`src/rtl/rx_frame_dec.sv`:
```
// Frame decoder after the 4-lane deskew stage: strips control characters and emits
// 32-bit payload words with byte enables, sop/eop/err markers and debug counters.
module rx_frame_dec #(
    parameter int LNUM      = 4,
    parameter int MAX_BYTES = 1536
) (
    input  logic                i_unif_clk,
    input  logic                i_unif_rst,
    input  logic [8*LNUM-1:0]   i_u_aligned_data,
    input  logic [LNUM-1:0]     i_u_aligned_datak,
    input  logic                i_u_deskew_aligned,
    output logic [31:0]         o_u_data,
    output logic [3:0]          o_u_be,
    output logic                o_u_valid,
    output logic                o_u_sop,
    output logic                o_u_eop,
    output logic                o_u_err,
    output logic [15:0]         o_u_frame_cnt,
    output logic [15:0]         o_u_err_cnt,
    output logic [1:0]          o_u_fsm
);

    typedef enum logic [1:0] {
        ST_IDLE = 2'd0,
        ST_DATA = 2'd1,
        ST_DROP = 2'd2
    } state_e;

    localparam logic [7:0] CH_S = 8'hFB;
    localparam logic [7:0] CH_T = 8'hFD;

    state_e      state_q, state_d;
    logic [31:0] data_q, data_d;
    logic [3:0]  be_q, be_d;
    logic        valid_q, valid_d, sop_q, sop_d, eop_q, eop_d, err_q, err_d;
    logic [15:0] frame_cnt_q, frame_cnt_d, err_cnt_q, err_cnt_d;
    logic [15:0] byte_cnt_q, byte_cnt_d;

    logic [3:0]  is_t, is_idle;
    logic        ctl_found;
    logic [1:0]  ctl_n;
    logic [3:0]  low_mask;
    logic [2:0]  add;
    logic [16:0] sum;
    logic        over;

    always_comb begin
        is_t      = '0;
        is_idle   = '0;
        ctl_found = 1'b0;
        ctl_n     = '0;
        for (int unsigned i = 0; i < 4; i++) begin
            is_t[i]    = i_u_aligned_datak[i] && (i_u_aligned_data[8*i +: 8] == CH_T);
            is_idle[i] = i_u_aligned_datak[i] &&
                         (i_u_aligned_data[8*i +: 8] == 8'h1C ||
                          i_u_aligned_data[8*i +: 8] == 8'hBC ||
                          i_u_aligned_data[8*i +: 8] == 8'h7C);
            if (i_u_aligned_datak[i] && !ctl_found) begin
                ctl_found = 1'b1;
                ctl_n     = 2'(i);
            end
        end
        // Only lanes below the first control character carry payload.
        low_mask = ctl_found ? ((4'b0001 << ctl_n) - 4'b0001) : 4'b1111;
        add      = ctl_found ? {1'b0, ctl_n} : 3'd4;
        sum      = {1'b0, byte_cnt_q} + 17'(add);
        over     = sum > 17'(MAX_BYTES);
    end

    always_comb begin
        state_d    = state_q;
        valid_d    = 1'b0;
        sop_d      = 1'b0;
        eop_d      = 1'b0;
        err_d      = 1'b0;
        be_d       = '0;
        byte_cnt_d = byte_cnt_q;
        case (state_q)
            ST_IDLE: begin
                if (i_u_deskew_aligned && i_u_aligned_datak[0] &&
                    i_u_aligned_data[7:0] == CH_S) begin
                    valid_d    = 1'b1;
                    sop_d      = 1'b1;
                    be_d       = 4'b1110;
                    byte_cnt_d = 16'd3;
                    state_d    = ST_DATA;
                end
            end
            ST_DATA: begin
                valid_d = 1'b1;
                if (!i_u_deskew_aligned) begin
                    eop_d   = 1'b1;
                    err_d   = 1'b1;
                    state_d = ST_IDLE;
                end else begin
                    be_d       = low_mask;
                    byte_cnt_d = sum[15:0];
                    if (ctl_found) begin
                        eop_d = 1'b1;
                        if (is_t[ctl_n]) begin
                            state_d = ST_IDLE;
                        end else begin
                            err_d   = 1'b1;
                            state_d = ST_DROP;
                        end
                    end
                    // Oversize frames still terminate cleanly if this word held a T.
                    if (over) begin
                        eop_d = 1'b1;
                        err_d = 1'b1;
                        if (!(ctl_found && is_t[ctl_n])) state_d = ST_DROP;
                    end
                end
            end
            ST_DROP: begin
                if (!i_u_deskew_aligned || (|is_t) || (&is_idle)) state_d = ST_IDLE;
            end
            default: state_d = ST_IDLE;
        endcase

        for (int unsigned i = 0; i < 4; i++)
            data_d[8*i +: 8] = be_d[i] ? i_u_aligned_data[8*i +: 8] : 8'h00;

        frame_cnt_d = frame_cnt_q;
        err_cnt_d   = err_cnt_q;
        if (eop_d && !err_d && frame_cnt_q != 16'hFFFF) frame_cnt_d = frame_cnt_q + 16'd1;
        if (eop_d && err_d && err_cnt_q != 16'hFFFF)    err_cnt_d   = err_cnt_q + 16'd1;
    end

    always_ff @(posedge i_unif_clk or posedge i_unif_rst) begin
        if (i_unif_rst) begin
            state_q     <= ST_IDLE;
            data_q      <= '0;
            be_q        <= '0;
            valid_q     <= 1'b0;
            sop_q       <= 1'b0;
            eop_q       <= 1'b0;
            err_q       <= 1'b0;
            frame_cnt_q <= '0;
            err_cnt_q   <= '0;
            byte_cnt_q  <= '0;
        end else begin
            state_q     <= state_d;
            data_q      <= data_d;
            be_q        <= be_d;
            valid_q     <= valid_d;
            sop_q       <= sop_d;
            eop_q       <= eop_d;
            err_q       <= err_d;
            frame_cnt_q <= frame_cnt_d;
            err_cnt_q   <= err_cnt_d;
            byte_cnt_q  <= byte_cnt_d;
        end
    end

    assign o_u_data      = data_q;
    assign o_u_be        = be_q;
    assign o_u_valid     = valid_q;
    assign o_u_sop       = sop_q;
    assign o_u_eop       = eop_q;
    assign o_u_err       = err_q;
    assign o_u_frame_cnt = frame_cnt_q;
    assign o_u_err_cnt   = err_cnt_q;
    assign o_u_fsm       = state_q;

endmodule

```
`config.mk`:
```
export PLATFORM = sky130hd
export DESIGN_NAME = rx_frame_dec
export DESIGN_NICKNAME = d
export VERILOG_FILES = /design/src/rtl/rx_frame_dec.sv
export SDC_FILE = /design/constraint.sdc
export NUM_CORES = 1
export LEC_CHECK = 0
export CORE_MARGIN = 2
export CORE_UTILIZATION = 45
export DETAILED_ROUTE_END_ITERATION = 8
export HOLD_SLACK_MARGIN = 0.12
export PLACE_DENSITY = 0.77
export SETUP_SLACK_MARGIN = 0.2
export SLEW_MARGIN = 20
export SYNTH_ARGS = -nofsm -noshare
export SYNTH_HDL_FRONTEND = slang
export SYNTH_SLANG_ARGS = --single-unit
```
`constraint.sdc`:
```
create_clock -name i_unif_clk -period 7.12 [get_ports i_unif_clk]
set_clock_uncertainty 0.2 [all_clocks]
set_input_delay 1.424 -clock i_unif_clk [delete_from_list [all_inputs] [get_ports i_unif_clk]]
set_output_delay 1.424 -clock i_unif_clk [all_outputs]
set_load 0.05 [all_outputs]
```
==> run metrics, run 1 <==
leading area contributor after synthesis dfrtp_1; Main synth FF type dfrtp_1; Post-CTS Setup Inserts 0; leakage power summed over all cells 2.47 nW; worst slew margin relative to its limit 0.292; post-cts repair resize count 0; Pre-antenna DRT Iters 5; Yosys Warn Count 0; number of cell instances on the worst register-to-register path 11; number of hold buffers added after CTS 0; CP Cell Sequence clkdlybuf4s50_1 -> nor2_1 -> o21ai_0 -> inv_1 -> ha_1 -> a21o_1 -> maj3_2 -> mux2_2 -> a2111oi_0 -> a32oi_2 -> or3_1 -> nand2_2 -> mux2_4; Period Utilization, post-route 0.786; average cell area after synthesis 10.0 um^2; total die area 10,700 um^2; hold-critical path depth 1; number of violations reported at the end of detailed-routing iteration 0 232; routed via count 3,755; Core Box Area 9680 um^2; cell family with the largest share of critical-path delay compound AO/OA/AOI/OAI gates; effective utilization at floorplan 0.459; wire length reported by the detailed router 10.6 mm; Synth Cell Area 4440 um^2; Cell Rows 36; count of different cell masters after synthesis 56; number of DRC violations after detailed routing 0; fraction of layout instances using a drive strength above 1 0.0520; Die Y 103 um; Max-Cap Viols 0; number of nets in the synthesized netlist 488; initial antenna violation count 0; most common cell in the netlist dfrtp_1; area growth from synthesis to layout 32.3%; placed instance area 5660 um^2; design internal power 0.775 mW; clock slew seen by the registers of the worst setup and hold paths 0.09 ns; TritonCTS clock tree yes; final setup violation count 0; final HPWL from detailed placement 7.75 mm; antenna-violating nets left 0; Antenna Cells 0; residual overflow from global routing 0; Least-Margin Pin Slew 1.06 ns; WP data required 7.17 ns; cts bufs inserted 9; worst-case vdd ir drop 0.000123 V; final instance area 5880 um^2; TritonCTS sink count 90; combinational group share of total power 0.128; classification of the worst-slack hold path register to register; Fmax 179 MHz; clock latency reported for the late side of the worst-skew pair 0.36 ns; count of final max-slew check failures 0; CP Max Fanout 16; number of enable-type register cells in the synthesized netlist 0; first-pass GRT wire length 17.5 mm; Total Nets Final 597; slowest stage cell, crit path or3_1; most frequent cells after synthesis dfrtp_1 (90), nand3_1 (37), xnor2_1 (31), o21ai_0 (30), nor2_1 (29); GRT Resource Usage Total 0.210; portion of total power attributed to sequential cells 0.510; x dimension of the die 103 um; Critical Path Start Type input pin; switching share of total power 0.259; crit path buf inv count 2; via count of the first global-routing pass 3,630; maximum single-stage delay on the critical path 0.65 ns; average wire per standard cell 15.3 um; summed negative setup slack over all endpoints 0 ns; clock network fraction of design power 0.363; crit path capture type register; library cell used as clock root buffer clkbuf_8; unrepaired setup endpoints after global routing false; largest net degree at the start of global routing 91; arrival time at the worst endpoint 5.65 ns; area share of the largest cell type after synthesis 0.507; Post-Syn Instances 444; result of the run completed; power density normalized to cell area 178 nW/um^2; instance count on the critical path 13; total design power 1.05 mW; number of levels the H-tree was split into 3; count of port buffers added during placement 112; sequential element share of the synthesized area 0.507; shortest clock period the worst path allows after layout 5.60 ns; flip-flop and latch count after synthesis 90; top cells by area in the synthesized netlist dfrtp_1 (51%), xnor2_1 (6.1%), nand3_1 (4.2%); final hold violation count 0; average vias per placed instance 5.43; Boundary Pins 113; switching power 0.271 mW; start-to-end type of the worst setup path input pin to register; final RePlAce weighted congestion 0.830; Max clock buf depth 2; proportion of synthesized flip-flops having asynchronous set or reset 1.00
## state kept, by name (all words and copies together) (netlist names)
signal / flops
byte_cnt_q: 16
o_u_be: 4
o_u_data: 32
o_u_eop: 1
o_u_err: 1
o_u_err_cnt: 16
o_u_frame_cnt: 16
o_u_fsm: 2
o_u_sop: 1
o_u_valid: 1
## layout by cell type (no fill, tap or decap), types with 2 or more instances in the layout
cell and count:
a2111oi_0 2, nand4b_1 2, o31ai_1 4, and4_1 5, nand4_1 14, a21o_1 2, bufinv_16 2, xnor2_1 31
o32ai_1 2, mux2_2 2, nand3_1 37, buf_4 2, o21ai_1 2, or4_1 2, a21oi_1 11, o211ai_1 3
clkbuf_1 2, a31oi_1 8, nor2b_1 22, a211oi_1 2, nor2_1 29, nand3b_1 2, nand2_1 28, and2_1 18
inv_1 17, xor2_1 7, nand2b_1 3, dfrtp_1 90, and3_1 10, nor4_1 6, clkinv_2 3, clkdlybuf4s50_1 112
clkbuf_8 9, nor3_1 9, ha_1 4, o21ai_0 30
## power by group through the flow
stage	logic (mW)	registers, mW	clock network (mW)
after floorplan	0.0528	0.567	0
after global routing	0.146	0.534	0.406
after CTS	0.135	0.533	0.387
after detailed placement	0.135	0.543	0
after global placement	0.130	0.543	0
final	0.134	0.533	0.379
## kinds of logic after synthesis
kind of cell               after synthesis  share of synthesized area
AOI/OAI and AO/OA                       75                      0.109
xor gates and xnor gates                38                     0.0749
adders and majority gates                7                     0.0206
buffers and inverters                   35                     0.0358
DFF                                     90                      0.507
muxes                                    4                     0.0107
and+or+nand+nor                        195                      0.242
## metal layers
metal,vias up,track usage,wire length [um],part of all wire
li1,1790,-,-,-
met1,1834,0.285,4830,0.46
met2,117,0.338,5030,0.48
met3,14,0.0444,546,0.052
met4,0,0.0688,159,0.015
met5,-,0,0,0
## metrics by stage
stage	utilization	setup slack, ns	hold WS [ns]	cells
finish	0.607	1.52	0.292	691
floorplan	-	2.15	0.280	444
detailed placement	0.585	1.17	0.284	675
global route	0.607	1.15	0.317	691
CTS	0.606	1.56	0.295	691
global placement	0.585	1.34	0.282	675
## area by class of cell
type	instances	area, um^2
fillers	794	3810
well taps	133	166
repair buffers	115	1150
clock buffers	11	131
flip-flops and latches	90	2250
clock inverters	5	78.8
inverters	18	68.8
multi-input cells	319	2030
## final timing paths
path / start / end / slack (ns)
min in group asynchronous: i_unif_rst / o_u_frame_cnt[10] / 1.42
setup / recovery: i_u_aligned_datak[0] / o_u_err_cnt[1] / 1.52
hold / removal: o_u_frame_cnt[9] / o_u_frame_cnt[9] / 0.29
max in group asynchronous: i_unif_rst / o_u_data[21] / 4.77
hold reg to reg: o_u_frame_cnt[9] / o_u_frame_cnt[9] / 0.29
setup reg to reg: byte_cnt_q[0] / o_u_err_cnt[1] / 3.24
## worst reg2reg max path, cell delays in order (launching register included)
cell and delay, ns:
dfrtp_1 0.35, ha_1 0.20, inv_1 0.07, fa_1 0.43, nand2b_1 0.22, a2111o_1 0.45, a2111oi_2 0.35, o21ai_1 0.14
a32oi_2 0.35, or3_1 0.50, nand2_2 0.15, mux2_4 0.34
No activity file was read; power rests on OpenSTA's default activity.
==> run 2: changes to the inputs <==
- clock period: 7.12 -> 5.8 ns (I/O delays scaled with it)
==> run 2 against run 1 <==
  * Wire length is 1.4% higher
  * Final cell count grew 0.29%
  * Largest power group unchanged
  * Highest routed layer unchanged
  * Critical endpoint is now o_u_frame_cnt[14]
  * Design area up 0.62%
  * Largest cell class unchanged
  * Sequential power increased by 23%
==> run metrics, run 2 (same netlist as run 1, synthesis figures left out) <==
unrepaired setup endpoints after global routing false; final instance area 5910 um^2 (+0.62%); GR met1 Demand/Resource 0.284 (-0.00119); classification of the worst-slack hold path register to register; shortest clock period the worst path allows after layout 5.13 ns; area taken by flip-flops and latches 2250 um^2 (unchanged); GRT Resource Usage Total 0.211 (+0.000812); residual overflow from global routing 0 (unchanged); commonest cells after routing, fill and taps aside clkdlybuf4s50_1 (112), dfrtp_1 (90), nand3_1 (37); Period Utilization, post-route 0.884; TritonCTS sink count 90 (unchanged); M3 GR Usage 0.0410 (-0.00336); worst slew margin relative to its limit 0.383 (+0.0912); Fmax 195 MHz; Finished Layout Cells 693 (+0.29%); Pre-antenna DRT Iters 4 (-1); total design power 1.29 mW (+23%); first-pass GRT wire length 17.7 mm (+0.83%); WP data required 5.86 ns (-1.31 ns); number of hold buffers added after CTS 0 (unchanged); Critical Path Start Type input pin; final HPWL from detailed placement 7.96 mm (+2.8%); final hold violation count 0 (unchanged); dpl ws 0.376 ns (-0.790 ns); number of fill cells in the layout 831 (+4.7%); clock latency reported for the late side of the worst-skew pair 0.35 ns (about the same); Antenna Cells 0 (unchanged); antenna-violating nets left 0 (unchanged); area growth from synthesis to layout 33.1%; most congested layer reported by global routing met2; count of final max-slew check failures 0 (unchanged); M2 GR Usage 0.349 (+0.0109); final setup violation count 0 (unchanged); total area of multi-input combinational cells 2040 um^2 (+0.31%); Cell Rows 36 (unchanged); placed instance area 5690 um^2 (+0.53%); Max clock buf depth 2 (unchanged); leakage power summed over all cells 2.49 nW (+0.67%); library cell used as clock root buffer clkbuf_8; number of violations reported at the end of detailed-routing iteration 0 172 (-26%); count of port buffers added during placement 112 (unchanged); Die Y 103 um (unchanged); crit path capture type register; via count of the first global-routing pass 3,623 (-0.19%); wire length reported by the detailed router 10.7 mm (+1.4%); Max-Cap Viols 0 (unchanged); routed via count 3,786 (+0.83%); number of levels the H-tree was split into 3 (unchanged); Boundary Pins 113 (unchanged); Total Nets Final 601 (+0.67%); worst path setup slack after routing 0.672 ns (-0.850 ns); average wire per standard cell 15.5 um (+1.1%); Post-CTS Setup Inserts 0 (unchanged); initial antenna violation count 0 (unchanged); most common cell after layout, fill and taps aside clkdlybuf4s50_1; arrival time at the worst endpoint 5.19 ns (-0.46 ns); average vias per placed instance 5.46 (+0.53%); x dimension of the die 103 um (unchanged); CP Max Fanout 15 (-1); TritonCTS clock tree yes; summed negative setup slack over all endpoints 0 ns (unchanged); total die area 10,700 um^2 (unchanged); Core Box Area 9680 um^2 (unchanged); final RePlAce weighted congestion 0.878 (+5.8%); Least-Margin Pin Slew 0.924 ns (-0.133 ns); start-to-end type of the worst setup path input pin to register; number of DRC violations after detailed routing 0 (unchanged); effective utilization at floorplan 0.459 (unchanged); Post-Place Cells 679 (+0.59%); worst-case vdd ir drop 0.000140 V (+14%); result of the run completed; post-cts repair resize count 0 (unchanged); largest net degree at the start of global routing 54 (-41%); cts bufs inserted 9 (unchanged); fraction of layout instances using a drive strength above 1 0.0607 (+0.00874); power density normalized to cell area 218 nW/um^2 (+22%); clock slew seen by the registers of the worst setup and hold paths 0.08 ns (about the same); max reg flops 32 (unchanged)
==> run 2: path summary, 6_finish.rpt <==
| check | depth (start not counted) | slack (ns) | endpoint | startpoint |
|---|---|---|---|---|
| worst min-delay path | 1 | 0.29 | o_u_frame_cnt[15] | o_u_frame_cnt[15] |
| worst max-delay path | 14 | 0.67 | o_u_frame_cnt[14] | i_u_aligned_datak[1] |
| worst max register to register | 10 | 2.10 | o_u_frame_cnt[14] | byte_cnt_q[1] |
| worst min register to register | 1 | 0.29 | o_u_frame_cnt[15] | o_u_frame_cnt[15] |
| min in group asynchronous | 2 | 1.11 | o_u_frame_cnt[11] | i_unif_rst |
| max in group asynchronous | 3 | 3.30 | o_u_data[4] | i_unif_rst |
==> run 2: routing by layer <==
layer,share of wire,routed length (um),vias to the layer above
met2,0.49,5210,136
li1,-,-,1798
met4,0.016,172,0
met1,0.44,4760,1837
met3,0.054,575,15
met5,0,0,-
==> run 2: worst max-delay path, stage by stage <==
cell             delay (ns)
clkdlybuf4s50_1        0.50
nor2_1                 0.25
o21ai_0                0.22
inv_1                  0.13
ha_1                   0.26
a21o_1                 0.19
maj3_2                 0.40
mux2_2                 0.30
a2111oi_0              0.56
a32oi_2                0.29
nor4_4                 0.31
buf_4                  0.23
and4_1                 0.22
xor2_1                 0.16
==> run 2: area by class of cell <==
class	count	share of cell area
clock inverter	4	0.0129
timing repair buffer	119	0.199
multi-input combinational	319	0.345
inverter	18	0.0116
sequential	90	0.381
clock buffer	10	0.0233
tap	133	0.0281
==> run 2: per-stage QoR <==
stage,util,hold WS [ns]
CTS,0.610,0.297
global route,0.610,0.315
floorplan,-,0.280
global placement,0.588,0.282
detailed placement,0.588,0.285
finish,0.610,0.293
==> run 2: where the power goes <==
group | internal [mW] | total, mW | leakage, nW | switching (mW)
Combinational | 0.0689 | 0.165 | 1.13 | 0.0963
Sequential | 0.640 | 0.656 | 1.25 | 0.0154
Clock | 0.251 | 0.466 | 0.105 | 0.215
==> run 3: changes to the inputs <==
- CORE_MARGIN: 2 -> default
==> run 3 against run 2 <==
  * Power down 5.8%
  * Clock power down 16%
  * Sequential share of layout area up 0.34 points
  * Largest cell class unchanged
  * Critical endpoint is now o_u_err_cnt[3]
  * Maximum frequency up 1.9%
  * Final cell count down 0.58%
  * Non-clock buffer count down 1
==> run metrics, run 3 (same netlist as run 1, synthesis figures left out) <==
leakage power summed over all cells 2.47 nW (-0.85%); Boundary Pins 113 (unchanged); antenna-violating nets left 0 (unchanged); Core Box Area 9420 um^2 (-2.8%); Die Y 101 um (-1.9%); Hold Worst Slack 0.304 ns (+0.0106 ns); TritonCTS sink count 90 (unchanged); wire length reported by the detailed router 10.7 mm (+0.21%); shortest clock period the worst path allows after layout 5.03 ns (-0.0942 ns); unrepaired setup endpoints after global routing false; final HPWL from detailed placement 8.06 mm (+1.2%); area growth from synthesis to layout 31.9%; library cell used as clock root buffer clkbuf_8; crit path capture type register; Max clock buf depth 2 (unchanged); via count of the first global-routing pass 3,619 (-0.11%); worst slew margin relative to its limit 0.448 (+0.0647); Period Utilization, post-route 0.868 (-0.0162); final hold violation count 0 (unchanged); total die area 10,300 um^2 (-3.8%); start-to-end type of the worst setup path input pin to register; Pre-antenna DRT Iters 4 (unchanged); clock latency reported for the late side of the worst-skew pair 0.36 ns (about the same); Total Nets Final 600 (-0.17%); power density normalized to cell area 207 nW/um^2 (-5.0%); placed instance area 5680 um^2 (-0.22%); result of the run completed; final instance area 5860 um^2 (-0.89%); max reg flops 32 (unchanged); post-cts repair resize count 0 (unchanged); Least-Margin Pin Slew 0.824 ns (-0.0998 ns); total design power 1.21 mW (-5.8%); count of port buffers added during placement 112 (unchanged); arrival time at the worst endpoint 5.08 ns (-0.11 ns); count of final max-slew check failures 0 (unchanged); WP data required 5.85 ns (about the same); Max-Cap Viols 0 (unchanged); effective utilization at floorplan 0.472 (+0.0131); Antenna Cells 0 (unchanged); initial antenna violation count 0 (unchanged); average wire per standard cell 15.6 um (+0.79%); x dimension of the die 101 um (-1.9%); Cell Rows 35 (-2.8%); TritonCTS clock tree yes; number of violations reported at the end of detailed-routing iteration 0 164 (-4.7%); number of fill cells in the layout 799 (-3.9%); Fmax 199 MHz (+1.9%); clock slew seen by the registers of the worst setup and hold paths 0.09 ns (about the same); final setup violation count 0 (unchanged); number of DRC violations after detailed routing 0 (unchanged); GRT Resource Usage Total 0.227 (+0.0158); final RePlAce weighted congestion 0.847 (-3.6%); number of levels the H-tree was split into 3 (unchanged); CP Max Fanout 15 (unchanged); first-pass GRT wire length 18.0 mm (+2.0%); summed negative setup slack over all endpoints 0 ns (unchanged); worst-case vdd ir drop 0.000108 V (-23%); largest net degree at the start of global routing 53 (-1.9%); reg-to-reg setup timing slack 2.13 ns (+0.03 ns); commonest cells after routing, fill and taps aside clkdlybuf4s50_1 (112), dfrtp_1 (90), nand3_1 (37); average vias per placed instance 5.47 (+0.10%); Critical Path Start Type input pin; classification of the worst-slack hold path register to register; total area of multi-input combinational cells 2040 um^2 (unchanged); most common cell after layout, fill and taps aside clkdlybuf4s50_1; cts bufs inserted 9 (unchanged); routed via count 3,768 (-0.48%); residual overflow from global routing 0 (unchanged); Post-CTS Setup Inserts 0 (unchanged); area taken by flip-flops and latches 2250 um^2 (unchanged); fraction of layout instances using a drive strength above 1 0.0607 (unchanged); number of hold buffers added after CTS 0 (unchanged)
run 3: cell types whose count changed in the layout (fill, tap and decap cells not counted), sizes merged:
cell / change
bufinv: -2
inv: +3
buf: -1
clkinv: +1
clkbuf: -1
run 3: area by class of cell:
cell class,instances,share of cell area
Sequential cell,90,0.384
Multi-Input combinational cell,319,0.348
Timing Repair Buffer,118,0.199
Tap cell,129,0.0275
Clock buffer,9,0.0211
Inverter,18,0.0117
Clock inverter,6,0.00854
run 3: metrics by stage:
step,setup slack (ns),utilization,std cells
floorplan,1.09,-,444
global placement,0.532,0.603,674
detailed placement,0.386,0.603,674
CTS,0.774,0.622,689
global route,0.462,0.622,689
finish,0.766,0.622,689
run 3: power by group:
group	internal [mW]	switching (mW)	total, mW
sequential	0.640	0.0155	0.656
combinational	0.0689	0.0968	0.166
clock	0.160	0.230	0.390
run 3: worst paths after layout:
path | startpoint | to | cells past startpoint
worst max-delay path | i_u_aligned_datak[3] | o_u_err_cnt[3] | 15
worst min-delay path | o_u_err_cnt[11] | o_u_err_cnt[11] | 1
worst max register to register | byte_cnt_q[0] | o_u_err_cnt[3] | 12
worst min register to register | o_u_err_cnt[11] | o_u_err_cnt[11] | 1
max in group asynchronous | i_unif_rst | o_u_data[14] | 3
min in group asynchronous | i_unif_rst | o_u_err_cnt[5] | 2
run 3: routing by layer:
| layer | share of wire | routed length, um | track usage | vias up |
|---|---|---|---|---|
| met5 | 0 | 0 | 0 | - |
| met4 | 0.016 | 176 | 0.0647 | 0 |
| met3 | 0.052 | 563 | 0.0518 | 17 |
| met2 | 0.49 | 5250 | 0.364 | 105 |
| met1 | 0.44 | 4750 | 0.308 | 1845 |
| li1 | - | - | - | 1801 |
run 3: worst max-delay path, cell delays in order:
cell             delay [ns]
clkdlybuf4s50_1        0.60
a21oi_1                0.12
nor2_1                 0.17
ha_1                   0.24
inv_1                  0.07
fa_1                   0.43
nand2b_1               0.23
a2111o_1               0.45
a2111oi_2              0.35
o21ai_1                0.14
a32oi_2                0.40
or3_1                  0.22
buf_4                  0.21
nand3b_1               0.13
xnor2_1                0.17
